<file path="config.mk">
export PLATFORM = sky130hd
export DESIGN_NAME = go_turn_sequencer
export DESIGN_NICKNAME = d
export VERILOG_FILES = /design/src/rtl/go_turn_sequencer.sv
export SDC_FILE = /design/constraint.sdc
export NUM_CORES = 1
export LEC_CHECK = 0
export BUFFER_PORTS_ARGS = -buffer_cell sky130_fd_sc_hd__buf_4
export CAP_MARGIN = 20
export CELL_PAD_IN_SITES_DETAIL_PLACEMENT = 0
export CELL_PAD_IN_SITES_GLOBAL_PLACEMENT = 1
export CORE_AREA = 2 2 361 363
export CTS_BUF_LIST = sky130_fd_sc_hd__clkbuf_4 sky130_fd_sc_hd__clkbuf_8
export DETAILED_ROUTE_END_ITERATION = 16
export DIE_AREA = 0 0 363 365
export PLACE_DENSITY = 0.44
export SLEW_MARGIN = 15
export SYNTH_ARGS = -nofsm -noshare
export SYNTH_HDL_FRONTEND = slang
export SYNTH_SLANG_ARGS = --single-unit
</file>
<file path="constraint.sdc">
create_clock -name clk_in -period 26.3 [get_ports clk_in]
set_clock_uncertainty 0.15 [all_clocks]
set_input_delay 3.945 -clock clk_in [delete_from_list [all_inputs] [get_ports clk_in]]
set_output_delay 3.945 -clock clk_in [all_outputs]
set_load 0.01 [all_outputs]
</file>
<file path="src/rtl/go_turn_sequencer.sv">
// go_turn_sequencer: turn sequencing, board ownership and packet exchange for one side of a networked 9x9 Go game
module go_turn_sequencer #(
    parameter logic LOCAL_COLOR = 1'b0,
    parameter int   UPD_TIMEOUT = 1000
) (
    input  logic         clk_in,
    input  logic         rst_in,
    input  logic         move_valid,
    input  logic [7:0]   move_in,
    output logic         move_accept,
    output logic         move_reject,
    output logic         upd_start,
    output logic [161:0] upd_board,
    output logic [7:0]   upd_move,
    output logic         upd_turn,
    input  logic         upd_ready,
    input  logic [161:0] upd_board_in,
    input  logic         tx_busy,
    output logic         tx_trigger,
    output logic [207:0] tx_bus,
    input  logic         rx_ready,
    input  logic [207:0] rx_bus,
    output logic         rx_err,
    output logic [161:0] board,
    output logic         turn,
    output logic         my_turn,
    output logic         game_over
);
    localparam int TW = $clog2(UPD_TIMEOUT + 1);

    typedef enum logic [2:0] {S_LOCAL, S_UPDATE, S_SEND, S_REMOTE, S_OVER} state_t;
    localparam state_t S_INIT = LOCAL_COLOR ? S_REMOTE : S_LOCAL;

    state_t        r_state;
    logic [TW-1:0] r_tmo;
    logic [1:0]    r_pass;
    logic [7:0]    r_move;
    logic [7:0]    r_tx_seq;
    logic [7:0]    r_rx_seq;

    logic       w_pass;
    logic       w_in_range;
    logic [1:0] w_cell;
    logic       w_rx_ok;
    logic [1:0] w_rx_pass_cnt;
    logic       w_rx_unused;

    assign w_pass        = move_in == 8'hFF;
    assign w_in_range    = move_in <= 8'd80;
    assign w_cell        = 2'(board >> {move_in, 1'b0});
    assign w_rx_ok       = rx_bus[207:200] == 8'hA5 && rx_bus[199:192] == r_rx_seq;
    assign w_rx_pass_cnt = rx_bus[191:184] == 8'hFF ? r_pass + 2'd1 : 2'd0;
    assign w_rx_unused   = ^rx_bus[183:162];
    assign my_turn       = turn == LOCAL_COLOR && !game_over;

    // Turn FSM; every output is registered and pulses default low each cycle
    always_ff @(posedge clk_in or posedge rst_in) begin
        if (rst_in) begin
            r_state     <= S_INIT;
            r_tmo       <= '0;
            r_pass      <= '0;
            r_move      <= '0;
            r_tx_seq    <= '0;
            r_rx_seq    <= '0;
            move_accept <= 1'b0;
            move_reject <= 1'b0;
            upd_start   <= 1'b0;
            upd_board   <= '0;
            upd_move    <= '0;
            upd_turn    <= 1'b0;
            tx_trigger  <= 1'b0;
            tx_bus      <= '0;
            rx_err      <= 1'b0;
            board       <= '0;
            turn        <= 1'b0;
            game_over   <= 1'b0;
        end else begin
            move_accept <= 1'b0;
            move_reject <= 1'b0;
            upd_start   <= 1'b0;
            tx_trigger  <= 1'b0;
            rx_err      <= rx_ready && (r_state == S_LOCAL || r_state == S_UPDATE || r_state == S_SEND);
            case (r_state)
                S_LOCAL: begin
                    if (move_valid) begin
                        if (!w_pass && (!w_in_range || w_cell != 2'b00)) begin
                            move_reject <= 1'b1;
                        end else if (w_pass) begin
                            r_move      <= move_in;
                            r_pass      <= r_pass + 2'd1;
                            move_accept <= 1'b1;
                            r_state     <= S_SEND;
                        end else begin
                            r_move    <= move_in;
                            upd_board <= board;
                            upd_move  <= move_in;
                            upd_turn  <= turn;
                            upd_start <= 1'b1;
                            r_tmo     <= '0;
                            r_pass    <= '0;
                            r_state   <= S_UPDATE;
                        end
                    end
                end
                S_UPDATE: begin
                    if (upd_ready) begin
                        board       <= upd_board_in;
                        move_accept <= 1'b1;
                        r_state     <= S_SEND;
                    end else if (r_tmo == TW'(UPD_TIMEOUT)) begin
                        move_reject <= 1'b1;
                        r_state     <= S_LOCAL;
                    end else begin
                        r_tmo <= r_tmo + 1'b1;
                    end
                end
                S_SEND: begin
                    if (!tx_busy) begin
                        tx_bus     <= {8'hA5, r_tx_seq, r_move, 22'b0, board};
                        tx_trigger <= 1'b1;
                        r_tx_seq   <= r_tx_seq + 8'd1;
                        turn       <= ~turn;
                        game_over  <= r_pass == 2'd2;
                        r_state    <= r_pass == 2'd2 ? S_OVER : S_REMOTE;
                    end
                end
                S_REMOTE: begin
                    if (rx_ready) begin
                        if (!w_rx_ok) begin
                            rx_err <= 1'b1;
                        end else begin
                            board     <= rx_bus[161:0];
                            r_rx_seq  <= r_rx_seq + 8'd1;
                            turn      <= ~turn;
                            r_pass    <= w_rx_pass_cnt;
                            game_over <= w_rx_pass_cnt == 2'd2;
                            r_state   <= w_rx_pass_cnt == 2'd2 ? S_OVER : S_LOCAL;
                        end
                    end
                end
                default: ;
            endcase
        end
    end
endmodule

</file>
# Word-level counts from Yosys, hierarchy flattened
# Index checks and enable logic that the tools add are counted.
word_totals:
  ramBits: 0
  output_inout_bits: 549
  latch_bits: 0
  romBits: 0
  memories: 0
  elab_cells: 129
  regBits: 558
  inputBits: 384
op_classes:
  div_mod_pow: 0
  n_lt_le_gt_ge: 1
  reduce_logical: 26
  mul: 0
  shift: 1
  add_sub_neg: 4
  n_bitwise: 4
  n_eq_ne: 20
  n_mux: 55
op_table:
  columns: ["cell", "n"]
  rows:
  - ["162-bit 2-to-1 mux", 3]
  - ["162-bit one-hot mux with 2 select lines", 1]
  - ["162-bit by 9-bit >> shifter with 2-bit output", 1]
  - ["10-bit 2-to-1 mux", 5]
  - ["3-bit 2-to-1 mux", 9]
  - ["8-bit == test (second input constant)", 3]
  - ["1-bit 2-to-1 mux", 23]
  - ["10-bit one-hot mux with 2 select lines", 1]
  - ["2-bit != test (second input constant)", 9]
  - ["8-bit by 1-bit adder with 8-bit output (second input constant)", 2]
  - ["2-bit 2-to-1 mux", 7]
  - ["3-bit one-hot mux with 4 select lines", 1]
  - ["4-bit AND reduction", 3]
  - ["10-bit by 1-bit adder with 10-bit output (second input constant)", 1]
  - ["10-bit == test (second input constant)", 1]
  - ["2-bit nonzero test", 5]
  - ["8-bit == test", 1]
  - ["8-bit by 7-bit less-or-equal comparator with 1-bit output (second input constant)", 1]
  - ["1-bit one-hot mux with 2 select lines", 4]
  - ["7-bit AND reduction", 1]
  - ["3-bit by 2-bit == test with 1-bit output (second input constant)", 2]
  - ["3-bit AND reduction", 2]
  - ["6-bit AND reduction", 1]
  - ["5-bit AND reduction", 1]
  - ["other kinds (12)", 23]

# Depth between registers and ports, before layout
# Gate-level depths: netlist of the first run.
depth:
  ltp_word: 7
  mapped_depth: 14
  depth_no_buf: 10

# Least setup slack after synthesis of the first run
# Ideal clock, no wire load.
synth_path:
  path_type: "input to register"
  from: "input move_in[0]"
  to: "register upd_move[2]"
  n_path_buf: 4
  setup_ns: 0.128
  path_slack_ns: 19.623
  t_arrival_ns: 6.399
  cell_stages: 12
  t_required_ns: 26.022
  path_cell_list: "buf_4 > inv_2 > buf_2 > or4_1 > a311oi_1 > o21ai_0 > nand4_1 > nand4_1 > nor3_4 > buf_6 > buf_8 > mux2_1"
synth_between:
  elab_chain_cells: 6
synth_lines:
  columns: ["element", "line", "text"]
  rows:
  - ["from (decl)", "9", "input logic [7:0] move_in,"]
  - ["162-bit by 9-bit >> shifter with 2-bit output / 8-bit by 7-bit less-or-equal comparator with 1-bit output (equally long branches)", "50, 49", null]
  - ["2-bit nonzero test / 1-bit logical NOT (equally long branches)", "86", "if (!w_pass && (!w_in_range || w_cell != 2'b00)) begin"]
  - ["1-bit logical OR", "86", null]
  - ["1-bit logical AND", "86", null]
  - ["1-bit NOT (no line)", null, null]
  - ["4-bit AND reduction (no line) *", null, null]
  - ["to (signal assigned)", "96", "upd_move <= move_in;"]
  - ["to (decl)", "14", "output logic [7:0] upd_move,"]
# Mark *: on every way between the ends. The rest lies on a longest branch, timed or not.
# A chain may end at the register's enable or synchronous reset.

# Worst setup path in the final report of the first run
layout_path:
  from: "input move_in[1]"
  to: "register upd_board[97]"
layout_between:
  elab_chain_cells: 6
layout_lines:
  columns: ["element", "line", "text"]
  rows:
  - ["162-bit by 9-bit >> shifter with 2-bit output / 8-bit by 7-bit less-or-equal comparator with 1-bit output (equally long branches)", "50, 49", null]
  - ["2-bit nonzero test / 1-bit logical NOT (equally long branches)", "86", null]
  - ["1-bit logical OR", "86", null]
  - ["1-bit logical AND", "86", null]
  - ["1-bit NOT (no line)", null, null]
  - ["4-bit AND reduction (no line) *", null, null]
  - ["to (signal assigned)", "95", "upd_board <= board;"]
  - ["to (decl)", "13", "output logic [161:0] upd_board,"]
# Marked as above.

==> run_results.csv, run 1 <==
group,metric,value,unit
logic_synthesis,synth_edf_count,0,
cts,clockBufferDepth,3,
timing,period_needed,8.55,ns
floorplan,io_pins,933,
grt,antenna_found_initial,19,
finish,fin_area,34600,sq um
cts,cts_tree,"built",
setup_path,cp_common_cell,"buf_4",
setup_path,path_max_fanout,54,
logic_synthesis,synth_cell_types,62,
setup_path,cp_cell_sequence,"buf_4 > buf_4 > or3b_2 > a21oi_1 > a2111oi_0 > nor4b_1 > or3_1 > nand4_1 > nor3_4 > buf_4 > buf_4 > mux2_2",
power,p_leak,15.5,nW
logic_synthesis,syn_inst,2048,
finish,seq_area,14000,sq um
logic_synthesis,yosysWarnings,0,
logic_synthesis,synth_flop_cell,"dfrtp_1",
job,maxCapViolCount,0,
finish,final_util,26.9,%
logic_synthesis,yosys.area.top_type,"dfrtp_1",
finish,syn_to_final_growth,44.9,%
logic_synthesis,synthArstFlopShare,100,%
timing,clock.fmax,0.117,GHz
logic_synthesis,syn_area,23900,sq um
grt,gr-max-usage-layer,"met2",
timing,hold_viol,0,
timing,layout_setup_ws,17.75,ns
finish,final_common_cell,"buf_4",
cts,htreeDepth,3,
cts,clock_sinks,558,
place,dp_slack,16.72,ns
place,port_buffers,884,
place,hpwl,80000,microns
drt,wl_per_cell,23.3,microns
timing,setup_viol,0,
floorplan,start_util,18.6,%
logic_synthesis,yosysSeqAreaShare,58.5,%
floorplan,die_height,365,microns
grt,use_met3,5.23,%
logic_synthesis,synth_top_area_share,58.5,%
drt,viasPerCell,4.21,
status,outcome,"finished clean",
power,p_int,2.72,mW
setup_path,setup.worst_path.start_class,"input pin",
power,combPwrFrac,39.8,%
timing,period_share,32.5,%
finish,multi_input_area,9130,sq um
cts,cts-root-buf,"clkbuf_8",
power,p_clk_share,22.2,%
setup_path,max_stage_delay,0.79,ns
cts,cts_inserted_buffers,109,
drt,vias,19800,
setup_path,cp.buffers_inverters,4,
floorplan,die-width,363,microns
setup_path,worst_path_max_delay_cell,"buf_4",
finish,nets,3326,
grt,grt_pass1_vias,20400,
place,place_congestion,0.828,
power,p_sw_share,37.8,%
cts,cts-resized-gates,0,
timing,rsz0062_at_grt,"false",
cts,ctsHoldBuffers,0,
grt,grt_pass1_wl,152000,microns
logic_synthesis,synth_area_leaders,"dfrtp_1 (59%), mux2_2 (13%), nand2_1 (5.5%), a31oi_1 (4.3%), mux2_1 (4.2%)",
power,power_density,126,nW/um^2
drt,ant_nets,0,
cts,clk_pin_slew,0.06,ns
floorplan,coreArea,129000,sq um
logic_synthesis,synth.ff_latch_count,558,
setup_path,crit_path_end_kind,"flip-flop",
cts,post_cts_buffers,0,
drt,drtIter0Drc,1145,
place,place_area,32100,sq um
grt,grt_usage,15.9,%
floorplan,fp-row-count,132,
timing,fin_tns_setup,0,ns
drt,drc_errors,0,
power,seqPwrFrac,38.0,%
floorplan,dieArea,132000,sq um
finish,drive_gt1_share,46.5,%
hold_path,hp-class,"flip-flop to flip-flop",
setup_path,crit_family,"buffers and inverters",
timing,tightest_slew,1.03,ns
grt,use_met1,18.3,%
power,ir_drop,0.0470,mV
logic_synthesis,syn-mean-instance-area,11.7,sq um
grt,grt_overflow,0,
setup_path,crit_required,26.78,ns
grt,grt_max_degree,157,
timing,slew_headroom,30.1,%
finish,n_fill_cell,13700,
setup_path,path_class,"input pin to flip-flop",
grt,use_met2,27.7,%
drt,drt_wl_total,110000,microns
finish,layout_common_cells,"buf_4 (908), dfrtp_1 (558), nand2_1 (347)",
timing,drv_slew,0,
cts,worstSkewPairLatency,0.79,ns
power,p_sw,1.65,mW
drt,drt-pass1-iter-count,5,
setup_path,cp_data_arrival_time,9.03,ns
path summary, 6_finish.rpt:
check | startpoint | to | slack (ns) | depth (start not counted)
hold reg to reg | upd_board[139]$_DFFE_PP0P_ | upd_board[139]$_DFFE_PP0P_ | 0.33 | 1
max in group asynchronous | rst_in | tx_bus[99]$_DFFE_PP0P_ | 18.86 | 6
setup / recovery | move_in[1] | upd_board[97]$_DFFE_PP0P_ | 17.75 | 12
setup reg to reg | board[70]$_DFFE_PP0P_ | upd_board[97]$_DFFE_PP0P_ | 21.53 | 10
min in group asynchronous | rst_in | tx_bus[36]$_DFFE_PP0P_ | 3.10 | 2
hold / removal | upd_board[139]$_DFFE_PP0P_ | upd_board[139]$_DFFE_PP0P_ | 0.33 | 1
registers in the layout, indices dropped and copies added (netlist names), 2 cells and up:
| signal | cells |
|---|---|
| r_pass | 2 |
| r_tx_seq | 8 |
| upd_board | 162 |
| upd_move | 8 |
| r_move | 8 |
| tx_bus | 179 |
| board | 162 |
| r_state | 3 |
| r_rx_seq | 8 |
| r_tmo | 10 |
final cells by class:
cell class | instances | area share, %
repair buffers | 910 | 19.8
clock buffers | 183 | 6.62
multi-input cells | 1344 | 26.4
clock inverters | 16 | 0.474
flip-flops and latches | 558 | 40.4
inverters | 14 | 0.174
well taps | 1675 | 6.06
diodes | 8 | 0.0579
cell usage after synthesis (2+ instances only):
| master | count |
|---|---|
| xnor2_1 | 20 |
| o311ai_0 | 2 |
| mux2_1 | 90 |
| or3_1 | 6 |
| a2111oi_0 | 2 |
| nor4b_1 | 3 |
| or3b_2 | 2 |
| nor4_1 | 2 |
| dfrtp_1 | 558 |
| buf_1 | 5 |
| buf_4 | 35 |
| or2_2 | 4 |
| a311oi_1 | 3 |
| inv_1 | 12 |
| mux2_2 | 273 |
| nor3_1 | 23 |
| a221oi_1 | 3 |
| a211o_1 | 2 |
| nand4b_1 | 2 |
| buf_2 | 12 |
| a21oi_1 | 27 |
| xor2_1 | 4 |
| nand3_1 | 6 |
| nor3b_1 | 4 |
| nand4_1 | 19 |
| nand2b_1 | 5 |
| o31ai_1 | 3 |
| ha_1 | 5 |
| a211oi_1 | 4 |
| o21ai_0 | 4 |
| a31oi_1 | 165 |
| mux4_2 | 13 |
| nor2b_1 | 4 |
| nor2_1 | 228 |
| and3_1 | 7 |
| nand2_1 | 347 |
| a22oi_1 | 4 |
| buf_8 | 9 |
| nand3b_1 | 2 |
| o22ai_1 | 3 |
| mux2i_1 | 11 |
| clkbuf_1 | 95 |
power groups by stage:
stage	registers (mW)	clock network, mW	logic, mW
finish	1.66	0.968	1.74
global route	1.73	1.05	1.87
CTS	1.67	1.02	1.79
detailed placement	1.68	0	1.79
global placement	1.66	0	1.78
floorplan	1.72	0	0.600
worst reg2reg max path, cell delays in order, from the launching register on:
cell and delay, ns:
dfrtp_1 0.48, nor2_1 0.23, a21oi_1 0.12, mux4_2 0.50, nor3_1 0.40, or3_1 0.33, nand4_1 0.23, nor3_4 0.20
buf_4 0.67, buf_4 0.80, mux2_2 0.52
per-layer routing:
metal | wire length, microns | up-vias
li1 | - | 8887
met1 | 42500 | 10000
met2 | 55600 | 741
met3 | 8210 | 173
met4 | 3300 | 12
met5 | 89 | -
cells by family after synthesis:
family	after synthesis	share of synthesized area (%)
AOI/OAI and AO/OA	231	6.16
xor gates and xnor gates	24	0.881
adders and majority gates	5	0.262
buffers and inverters	171	3.76
DFF	558	58.5
muxes	387	18.8
other	1	0.0157
and+or+nand+nor	671	11.6
per-stage QoR:
stage	instances	hold slack (ns)	total power [mW]
6_report	4708	0.335	4.37
5_1_grt	4706	0.351	4.65
4_1_cts	4700	0.341	4.47
3_5_place_dp	4501	0.328	3.46
3_3_place_gp	4501	0.303	3.45
2_1_floorplan	2073	0.286	2.33
Power figures use the tool's default switching activity.
==> run 2, diff against run 1 <==
clock period = 8.9 ns   (was 26.3 ns; I/O delays follow)
==> run 2 against run 1 <==
Register-to-register slack worse by 17 ns; clock power rose to 3.0 times the previous value; clock-buffer cell count up 3; setup slack worse by 14 ns; hold slack worse by 0.021 ns; power rose to 3.0 times the previous value; sequential cell count unchanged; cell count about the same; non-clock buffer count down 5; first-iteration DRC count down 16%; cell area up 0.27%; global-route usage about the same; critical path type unchanged.
==> run_results.csv, run 2 (same netlist as run 1, synthesis figures left out) <==
group,metric,value,unit
setup_path,cp_common_cell,"buf_4",
cts,cts_tree,"built",
timing,setup_viol,0,
power,p_sw,4.91,mW
finish,largest_reg_flops,179,
drt,drt-pass1-iter-count,7,
power,p_clk_share,22.7,%
finish,seq_area,14000,sq um
floorplan,die_height,365,microns
place,place_area,32100,sq um
finish,n_fill_cell,13600,
cts,ctsHoldBuffers,0,
grt,grt_overflow,0,
cts,cts-resized-gates,0,
floorplan,fp-row-count,132,
power,power_density,375,nW/um^2
setup_path,cp_cell_sequence,"buf_4 > buf_4 > buf_4 > mux4_2 > a22oi_1 > nand2_1 > nand4_1 > nand4_1 > nor3_4 > buf_12 > mux2_2",
place,place_congestion,0.821,
setup_path,max_stage_delay,0.69,ns
cts,post_cts_buffers,0,
power,combPwrFrac,39.5,%
setup_path,cp_data_arrival_time,5.51,ns
cts,cts_inserted_buffers,110,
finish,final_util,26.9,%
floorplan,start_util,18.6,%
place,hpwl,78600,microns
place,dp_slack,3.01,ns
cts,clk_pin_slew,0.05,ns
drt,vias,19600,
drt,ant_nets,0,
setup_path,path_class,"input pin to flip-flop",
setup_path,cp.buffers_inverters,4,
drt,drc_errors,0,
power,p_int,8.09,mW
floorplan,coreArea,129000,sq um
timing,slew_headroom,22.1,%
finish,drive_gt1_share,46.5,%
setup_path,crit_family,"buffers and inverters",
timing,layout_setup_ws,3.92,ns
setup_path,path_max_fanout,98,
power,ir_drop,0.183,mV
finish,syn_to_final_growth,45.3,%
timing,period_needed,4.98,ns
finish,multi_input_area,9130,sq um
finish,layout_common_cells,"buf_4 (896), dfrtp_1 (558), nand2_1 (347)",
grt,grt_pass1_wl,153000,microns
timing,holdWs,0.314,ns
hold_path,hp-class,"flip-flop to flip-flop",
timing,tightest_slew,1.17,ns
timing,drv_slew,0,
cts,htreeDepth,3,
setup_path,crit_path_end_kind,"flip-flop",
power,p_leak,15.5,nW
setup_path,crit_required,9.44,ns
job,maxCapViolCount,0,
setup_path,r2r_slack,4.98,ns
cts,clock_sinks,558,
finish,top_regs,"tx_bus x179, board x162, upd_board x162",
timing,period_share,55.9,%
grt,grt_pass1_vias,20500,
place,port_buffers,884,
cts,cts-root-buf,"clkbuf_8",
floorplan,die-width,363,microns
grt,grt_usage,15.9,%
finish,final_common_cell,"buf_4",
floorplan,io_pins,933,
cts,clockBufferDepth,3,
power,p_sw_share,37.8,%
status,outcome,"finished clean",
timing,hold_viol,0,
timing,clock.fmax,0.201,GHz
power,seqPwrFrac,37.8,%
drt,viasPerCell,4.17,
cts,worstSkewPairLatency,0.82,ns
drt,wl_per_cell,23.3,microns
grt,antenna_found_initial,5,
drt,drtIter0Drc,965,
finish,fin_area,34700,sq um
grt,grt_max_degree,169,
finish,regMostFlops,"tx_bus",
floorplan,dieArea,132000,sq um
setup_path,worst_path_max_delay_cell,"buf_4",
setup_path,setup.worst_path.start_class,"input pin",
finish,nets,3322,
timing,rsz0062_at_grt,"false",
drt,drt_wl_total,110000,microns
run 2: cell count changes in the layout (fill, tap and decap cells not counted), moves of 2 or more:
cell / before / now
clkinv_2: 9 / 6
clkinv_8: 2 / 0
inv_6: 0 / 3
buf_4: 908 / 896
diode_2: 8 / 6
buf_12: 2 / 9
clkbuf_8: 146 / 148
run 2: final timing paths:
kind	cells after the start	end	from
worst min-delay path	1	r_tx_seq[7]$_DFFE_PP0P_	r_tx_seq[7]$_DFFE_PP0P_
worst min register to register	1	r_tx_seq[7]$_DFFE_PP0P_	r_tx_seq[7]$_DFFE_PP0P_
worst max-delay path	11	upd_board[87]$_DFFE_PP0P_	move_in[1]
min in group asynchronous	2	tx_bus[47]$_DFFE_PP0P_	rst_in
worst max register to register	6	board[83]$_DFFE_PP0P_	r_state[0]$_DFFE_PP0P_
max in group asynchronous	4	upd_board[101]$_DFFE_PP0P_	rst_in
run 2: power by group through the flow:
stage | logic, mW | registers, mW | clock network [mW]
5_1_grt | 5.51 | 5.11 | 3.19
3_5_place_dp | 5.26 | 4.97 | 0
4_1_cts | 5.27 | 4.94 | 3.07
2_1_floorplan | 1.77 | 5.10 | 0
3_3_place_gp | 5.26 | 4.93 | 0
6_report | 5.14 | 4.91 | 2.94
run 2: final cells by class:
| type | instances | share of cell area [%] |
|---|---|---|
| Tap cell | 1675 | 6.04 |
| Sequential cell | 558 | 40.3 |
| Multi-Input combinational cell | 1344 | 26.3 |
| Antenna cell | 6 | 0.0433 |
| Timing Repair Buffer | 905 | 19.9 |
| Clock inverter | 16 | 0.531 |
| Clock buffer | 186 | 6.70 |
| Inverter | 14 | 0.162 |
run 2: metrics by stage:
step | total power [mW] | setup TNS, ns | cells
final | 13.0 | 0 | 4704
after detailed placement | 10.2 | 0 | 4496
after global routing | 13.8 | 0 | 4700
after global placement | 10.2 | 0 | 4496
after floorplan | 6.87 | -100.86 | 2073
after CTS | 13.3 | 0 | 4698
run 2: layer usage:
metal  vias up  GRT usage (%)  routed length, microns
li1       8875              -                       -
met1      9912           18.7                   43100
met2       701           27.8                   55300
met3       138           5.18                    8390
met4         4           4.40                    2690
met5         -              0                      23
